**src/rtl/sram_controller.sv**
```systemverilog
// 32-bit bus to 16-bit asynchronous SRAM bridge: each word access becomes two
// sequenced half-word accesses, and every SRAM-facing output is registered.
module sram_controller #(
  parameter int SRAM_ADDR_WIDTH = 18,
  parameter int PHASE_CYCLES    = 2
) (
  input  logic                       i_clock,
  input  logic                       i_reset,
  input  logic                       i_enable,
  input  logic                       i_rw,
  input  logic [31:0]                i_address,
  input  logic [31:0]                i_wdata,
  output logic [31:0]                o_rdata,
  output logic                       o_ready,
  output logic [SRAM_ADDR_WIDTH-1:0] o_sram_addr,
  output logic [15:0]                o_sram_data,
  input  logic [15:0]                i_sram_data,
  output logic                       o_sram_data_oe,
  output logic                       o_sram_ce_n,
  output logic                       o_sram_oe_n,
  output logic                       o_sram_we_n,
  output logic                       o_sram_lb_n,
  output logic                       o_sram_ub_n
);

  localparam int CNT_W = (PHASE_CYCLES > 1) ? $clog2(PHASE_CYCLES) : 1;
  localparam logic [CNT_W-1:0] CNT_LAST = CNT_W'(PHASE_CYCLES - 1);

  localparam logic [3:0] S_IDLE        = 4'd0;
  localparam logic [3:0] S_RD_LO       = 4'd1;
  localparam logic [3:0] S_RD_HI       = 4'd2;
  localparam logic [3:0] S_WR_LO_SETUP = 4'd3;
  localparam logic [3:0] S_WR_LO_PULSE = 4'd4;
  localparam logic [3:0] S_WR_LO_HOLD  = 4'd5;
  localparam logic [3:0] S_WR_HI_SETUP = 4'd6;
  localparam logic [3:0] S_WR_HI_PULSE = 4'd7;
  localparam logic [3:0] S_WR_HI_HOLD  = 4'd8;
  localparam logic [3:0] S_DONE        = 4'd9;

  logic [3:0]                 state_q, state_d;
  logic [CNT_W-1:0]           cnt_q, cnt_d;
  logic                       phase_last;
  logic [SRAM_ADDR_WIDTH-2:0] req_hw_q, hw_c;
  logic [31:0]                req_wdata_q, wdata_c;
  logic [15:0]                rd_lo_q;
  logic                       accept;

  logic                       is_lo, is_hi, is_wr, is_rd, is_pulse, is_busy;
  logic [SRAM_ADDR_WIDTH-1:0] sram_addr_d;
  logic [15:0]                sram_data_d;

  logic unused_addr_bits;
  assign unused_addr_bits = ^{i_address[31:SRAM_ADDR_WIDTH+1], i_address[1:0]};

  assign accept     = (state_q == S_IDLE) && i_enable;
  assign phase_last = (cnt_q == CNT_LAST);

  // On the accepting edge the registers are still empty, so outputs for the
  // first state are built straight from the bus.
  assign hw_c    = (state_q == S_IDLE) ? i_address[SRAM_ADDR_WIDTH:2] : req_hw_q;
  assign wdata_c = (state_q == S_IDLE) ? i_wdata : req_wdata_q;

  // NOTE: every variable gets a default first so no path through the case
  // leaves it unassigned and infers a latch.
  always_comb begin
    state_d = state_q;
    cnt_d   = '0;
    unique case (state_q)
      S_IDLE:        if (i_enable) state_d = i_rw ? S_WR_LO_SETUP : S_RD_LO;
      S_RD_LO:       if (phase_last) state_d = S_RD_HI;       else cnt_d = cnt_q + 1'b1;
      S_RD_HI:       if (phase_last) state_d = S_DONE;        else cnt_d = cnt_q + 1'b1;
      S_WR_LO_SETUP: state_d = S_WR_LO_PULSE;
      S_WR_LO_PULSE: if (phase_last) state_d = S_WR_LO_HOLD;  else cnt_d = cnt_q + 1'b1;
      S_WR_LO_HOLD:  state_d = S_WR_HI_SETUP;
      S_WR_HI_SETUP: state_d = S_WR_HI_PULSE;
      S_WR_HI_PULSE: if (phase_last) state_d = S_WR_HI_HOLD;  else cnt_d = cnt_q + 1'b1;
      S_WR_HI_HOLD:  state_d = S_DONE;
      S_DONE:        state_d = S_IDLE;
      default:       state_d = S_IDLE;
    endcase
  end

  // Outputs are decoded from the next state and registered with it, so the
  // strobes change on the same edge as the state.
  always_comb begin
    is_lo    = state_d inside {S_RD_LO, S_WR_LO_SETUP, S_WR_LO_PULSE, S_WR_LO_HOLD};
    is_hi    = state_d inside {S_RD_HI, S_WR_HI_SETUP, S_WR_HI_PULSE, S_WR_HI_HOLD};
    is_rd    = state_d inside {S_RD_LO, S_RD_HI};
    is_wr    = state_d inside {S_WR_LO_SETUP, S_WR_LO_PULSE, S_WR_LO_HOLD,
                               S_WR_HI_SETUP, S_WR_HI_PULSE, S_WR_HI_HOLD};
    is_pulse = state_d inside {S_WR_LO_PULSE, S_WR_HI_PULSE};
    is_busy  = is_rd || is_wr;

    sram_addr_d = o_sram_addr;
    sram_data_d = o_sram_data;
    if (is_lo) begin
      sram_addr_d = {hw_c, 1'b0};
      sram_data_d = wdata_c[15:0];
    end else if (is_hi) begin
      sram_addr_d = {hw_c, 1'b1};
      sram_data_d = wdata_c[31:16];
    end
  end

  // NOTE: sequential state uses non-blocking assignments so every register
  // samples pre-edge values regardless of block ordering.
  always_ff @(posedge i_clock) begin
    if (i_reset) begin
      state_q        <= S_IDLE;
      cnt_q          <= '0;
      o_ready        <= 1'b0;
      o_rdata        <= '0;
      o_sram_addr    <= '0;
      o_sram_data    <= '0;
      o_sram_data_oe <= 1'b0;
      o_sram_ce_n    <= 1'b1;
      o_sram_oe_n    <= 1'b1;
      o_sram_we_n    <= 1'b1;
      o_sram_lb_n    <= 1'b1;
      o_sram_ub_n    <= 1'b1;
    end else begin
      state_q        <= state_d;
      cnt_q          <= cnt_d;
      o_ready        <= (state_d == S_DONE);
      o_sram_addr    <= sram_addr_d;
      o_sram_data    <= sram_data_d;
      o_sram_data_oe <= is_wr;
      o_sram_ce_n    <= !is_busy;
      o_sram_oe_n    <= !is_rd;
      o_sram_we_n    <= !is_pulse;
      o_sram_lb_n    <= !is_busy;
      o_sram_ub_n    <= !is_busy;
      if (state_q == S_RD_HI && phase_last) o_rdata <= {i_sram_data, rd_lo_q};
    end
  end

  // NOTE: request and low-half capture registers are always loaded before
  // they are read, so they carry no reset.
  always_ff @(posedge i_clock) begin
    if (accept) begin
      req_hw_q    <= i_address[SRAM_ADDR_WIDTH:2];
      req_wdata_q <= i_wdata;
    end
    if (state_q == S_RD_LO && phase_last) rd_lo_q <= i_sram_data;
  end

endmodule

```
**config.mk**
```make
export PLATFORM = sky130hd
export DESIGN_NAME = sram_controller
export DESIGN_NICKNAME = d
export VERILOG_FILES = /design/src/rtl/sram_controller.sv
export SDC_FILE = /design/constraint.sdc
export NUM_CORES = 1
export LEC_CHECK = 0
export CAP_MARGIN = 15
export CORE_MARGIN = 3
export CORE_UTILIZATION = 41
export CTS_BUF_LIST = sky130_fd_sc_hd__clkbuf_4 sky130_fd_sc_hd__clkbuf_8 sky130_fd_sc_hd__clkbuf_16
export CTS_CLUSTER_DIAMETER = 40
export DETAILED_ROUTE_END_ITERATION = 8
export PLACE_DENSITY = 0.73
export SYNTH_ARGS = -nofsm -noshare
export SYNTH_HDL_FRONTEND = slang
export SYNTH_SLANG_ARGS = --single-unit
```
**constraint.sdc**
```tcl
create_clock -name i_clock -period 3.3 [get_ports i_clock]
set_input_delay 0.33 -clock i_clock [delete_from_list [all_inputs] [get_ports i_clock]]
set_output_delay 0.33 -clock i_clock [all_outputs]
set_load 0.01 [all_outputs]
```
==> results.txt <==
The flow ran to the end, and the final reports show no timing, DRC or antenna violations. In the post-synthesis netlist, the cell with the most instances is nand2_1. Number of pins with negative max-slew slack in the final report: 0. Once placement finished, the instance area stood at 6940 µm². The required arrival time at the worst endpoint was 3.59 ns; the largest stage delay on the critical path was 0.84 ns. The routed wirelength normalized by instance count works out to 16.3 µm. Entering global routing, the biggest net connects 59 pins.

The synthesized area is 5420 µm², and the Yosys warning count is 0. For the top-level port count, the log shows 157. The arrival time of the worst setup path came out at 2.67 ns. 0 antenna diodes ended up in the layout. Sequential elements use 64.1% of the synthesized area. Buffers placed on the I/O ports in this run total 141.

Sorting the synthesized cells by how often they occur yields nand2_1, dfxtp_1, edfxtp_1, nor2_1, a21oi_1. Worst setup skew after layout: 0.00993 ns. The overall routed net length is 13.1 mm, and the utilization after layout is 59.0%. The type of the worst setup path is reg2reg. The number of vias after detailed routing was 4146; the number of flops mapped to enable cells by yosys was 65. The tools report the critical path endpoint category as a flip-flop. The average cell area after synthesis was 11.2 µm²; the detailed route wirelength on metal3 was 859 µm. Setup repair after global routing left no endpoint under its margin. The launch point of the worst reg-to-reg path is state_q[2]. The first TritonRoute pass finished after 4 iterations. The final non-filler cell area is 7540 µm², and the width of the die is 121 µm. Of the available clock period, the critical path in the final layout requires 72.1%. The critical path goes through inv_1, nand3_1, nand4b_1, mux2_4, a2111o_1.

After detailed routing, the met2 layer carries 6.48 mm of wire. Path category of the worst min-delay check: in2reg. The slowest stage of the critical path belongs to the cell dfxtp_1. The final critical-path required period works out to 2.38 ns. For this run, the number of standard cells in the final layout without fillers is 804.

For the pin with the worst max-slew slack, the measured transition is 0.945 ns. Buffers inserted to repair hold after CTS numbered 0. The length of routed wiring on met1 was 5.54 mm. The logs give 141 for the clock net sink count and 21.2 mm for the wire length of the first global-routing pass. Broken down by cell family, the worst path's largest delay share belongs to flip-flops. Compared with the post-synthesis result, the final layout area differs by 39.0%.

The most used flip-flop cell after synthesis is dfxtp_1. Yosys attributes the largest share of cell area to edfxtp_1, dfxtp_1, nand2_1. The number of gates resized after CTS was 0. For the initial antenna violation count, the log shows 0.

The number of hold-slack violations in the final timing report is 0. CTS placed an instance of clkbuf_16 at the clock tree root. The startpoint identified for the worst hold timing path is i_reset. In this run the core area contains 41 standard-cell rows. The starting density of the core is 42.5%. After detailed routing, the number of vias per cell comes to 5.16. The detail route stage leaves a number of antenna-violating nets equal to 0.

In this run the number of H-tree levels came out at 4. The number of nets in the final layout was 703; the area fraction of the dominant cell type after synthesis was 36.0%. The logs give 0 ns for the post-route setup TNS and 300 for the number of design-rule violations left by the first detailed-router iteration.

Signal routing reaches up to met4. Post-CTS timing repair inserted 0 buffers for setup. The destination of the worst hold path was o_sram_ub_n. The tools report the CTS buffer count as 17. In this run the register-to-register setup slack is 0.92 ns.

TritonCTS built the clock tree. For the area of the die, the log shows 14600 µm². Along the worst path, the maximum fanout reaches 17. The final weighted congestion in routability-driven placement is 0.872. Number of global-route vias before repair: 4137.

Counting cells, the worst reg-to-reg path comes to 5. The net count after synthesis came out at 569. Headroom to the max-slew limit came out at 36.5%. The post-synthesis async set-or-reset flop share came out at 0%.

Max-cap violations in this run came to 0. Summed over all layers, the global routing overflow is 0. No sink is reached through more buffers than the 2 on the longest clock path. The synthesized design contains 141 register bits. The total global-route track usage was 18.6%; the static leakage power was 2.64 nW. In this run the power density over the cells is 865 nW/µm².

The share of post-route cells with drive strength above 1 was 10.9%; the largest vdd supply drop was 0.567 mV. In this run the critical register-to-register path is captured at o_sram_oe_n. The number of buffer and inverter instances along the worst setup path works out to 1.

Based on the critical path, the design can be clocked at up to 420 MHz. Final routed DRC violation total: 0. Final count of negative-setup-slack endpoints: 0. The worst setup path is launched from a flip-flop.

After clock tree synthesis, the clock-pin slew on the worst setup and hold paths is 0.06 ns. The latest clock arrival within the worst-skew pair was 0.42 ns. The run gives 45 as the count of different cell masters after synthesis. The gate count of the mapped netlist is 485, and the post-DP HPWL is 8.52 mm. The core region is 12800 µm². The cell taking the most area after synthesis was edfxtp_1. Measured along the y axis, the die boundary spans 121 µm.

After detailed placement, the design holds a cell count of 772. The count of cells along the worst hold path came out at 4.
==> routing by layer <==
layer / GRT usage [%] / vias up
met1: 23.2 / 1969
met5: 0 / -
met3: 5.87 / 18
met2: 30.2 / 143
li1: - / 2016
met4: 6.87 / 0
==> how the worst max path moves through the flow <==
stage / from / endpoint / slack (ns) / depth (start not counted)
final: state_q[2] / o_sram_oe_n / 0.92 / 5
after CTS: state_q[0] / o_sram_data[5] / 0.94 / 4
after detailed placement: i_enable / o_sram_data[2] / 0.85 / 7
after global placement: i_enable / o_sram_data[0] / 0.90 / 7
after global routing: state_q[0] / o_sram_data[5] / 0.73 / 4
after floorplan: state_q[1] / req_hw_q[0] / 0.46 / 5
==> cell usage in the layout (no fill, tap or decap), drive strengths merged, types with 16 or more instances in the layout <==
master and count:
nand2 107, mux2 16, o221ai 16, clkbuf 22
edfxtp 65, a311oi 17, clkdlybuf4s50 140, nor2 43
a21oi 41, dfxtp 76
==> sequential cells by signal (all words and copies together), names as in the netlist <==
name,count
cnt_q,1
o_rdata,32
o_ready,1
o_sram_addr,18
o_sram_data,16
o_sram_data_oe,1
o_sram_oe_n,1
o_sram_ub_n,1
o_sram_we_n,1
rd_lo_q,16
req_hw_q,17
req_wdata_q,32
state_q,4
==> area by class of cell <==
type / instances / area [µm²]
timing repair buffer: 151 / 1480
clock inverter: 10 / 111
multi-input combinational: 302 / 1750
clock buffer: 22 / 480
inverter: 6 / 22.5
fill: 1024 / 5240
tap: 172 / 215
sequential: 141 / 3470
==> power breakdown <==
group | switching, mW | total [mW] | internal (mW)
logic | 1.15 | 2.10 | 0.957
clock network | 0.704 | 1.89 | 1.19
registers | 0.248 | 2.52 | 2.27
==> kinds of logic after synthesis <==
logic type             Yosys count  synth area share, %
XOR/XNOR                         2                0.323
buffers and inverters           42                 3.90
AND/OR/NAND/NOR                176                 13.8
flip-flops                     141                 64.1
multiplexers                    17                 3.58
AO/OA/AOI/OAI                  107                 14.3
==> per-stage QoR <==
stage / total power [mW] / worst slack [ns] / hold slack, ns
final: 6.52 / 0.920 / 0.387
after global routing: 6.90 / 0.729 / 0.401
after CTS: 6.57 / 0.938 / 0.378
after detailed placement: 4.67 / 0.851 / 0.446
after global placement: 4.61 / 0.901 / 0.441
after floorplan: 3.82 / 0.462 / 0.429
==> worst min-delay path: cells and delay by family <==
family,cells,cell delay (ns)
AND/OR/NAND/NOR,1,0.05
buffers and inverters,3,0.38
Note: power is estimated with default switching activity, not from simulation.
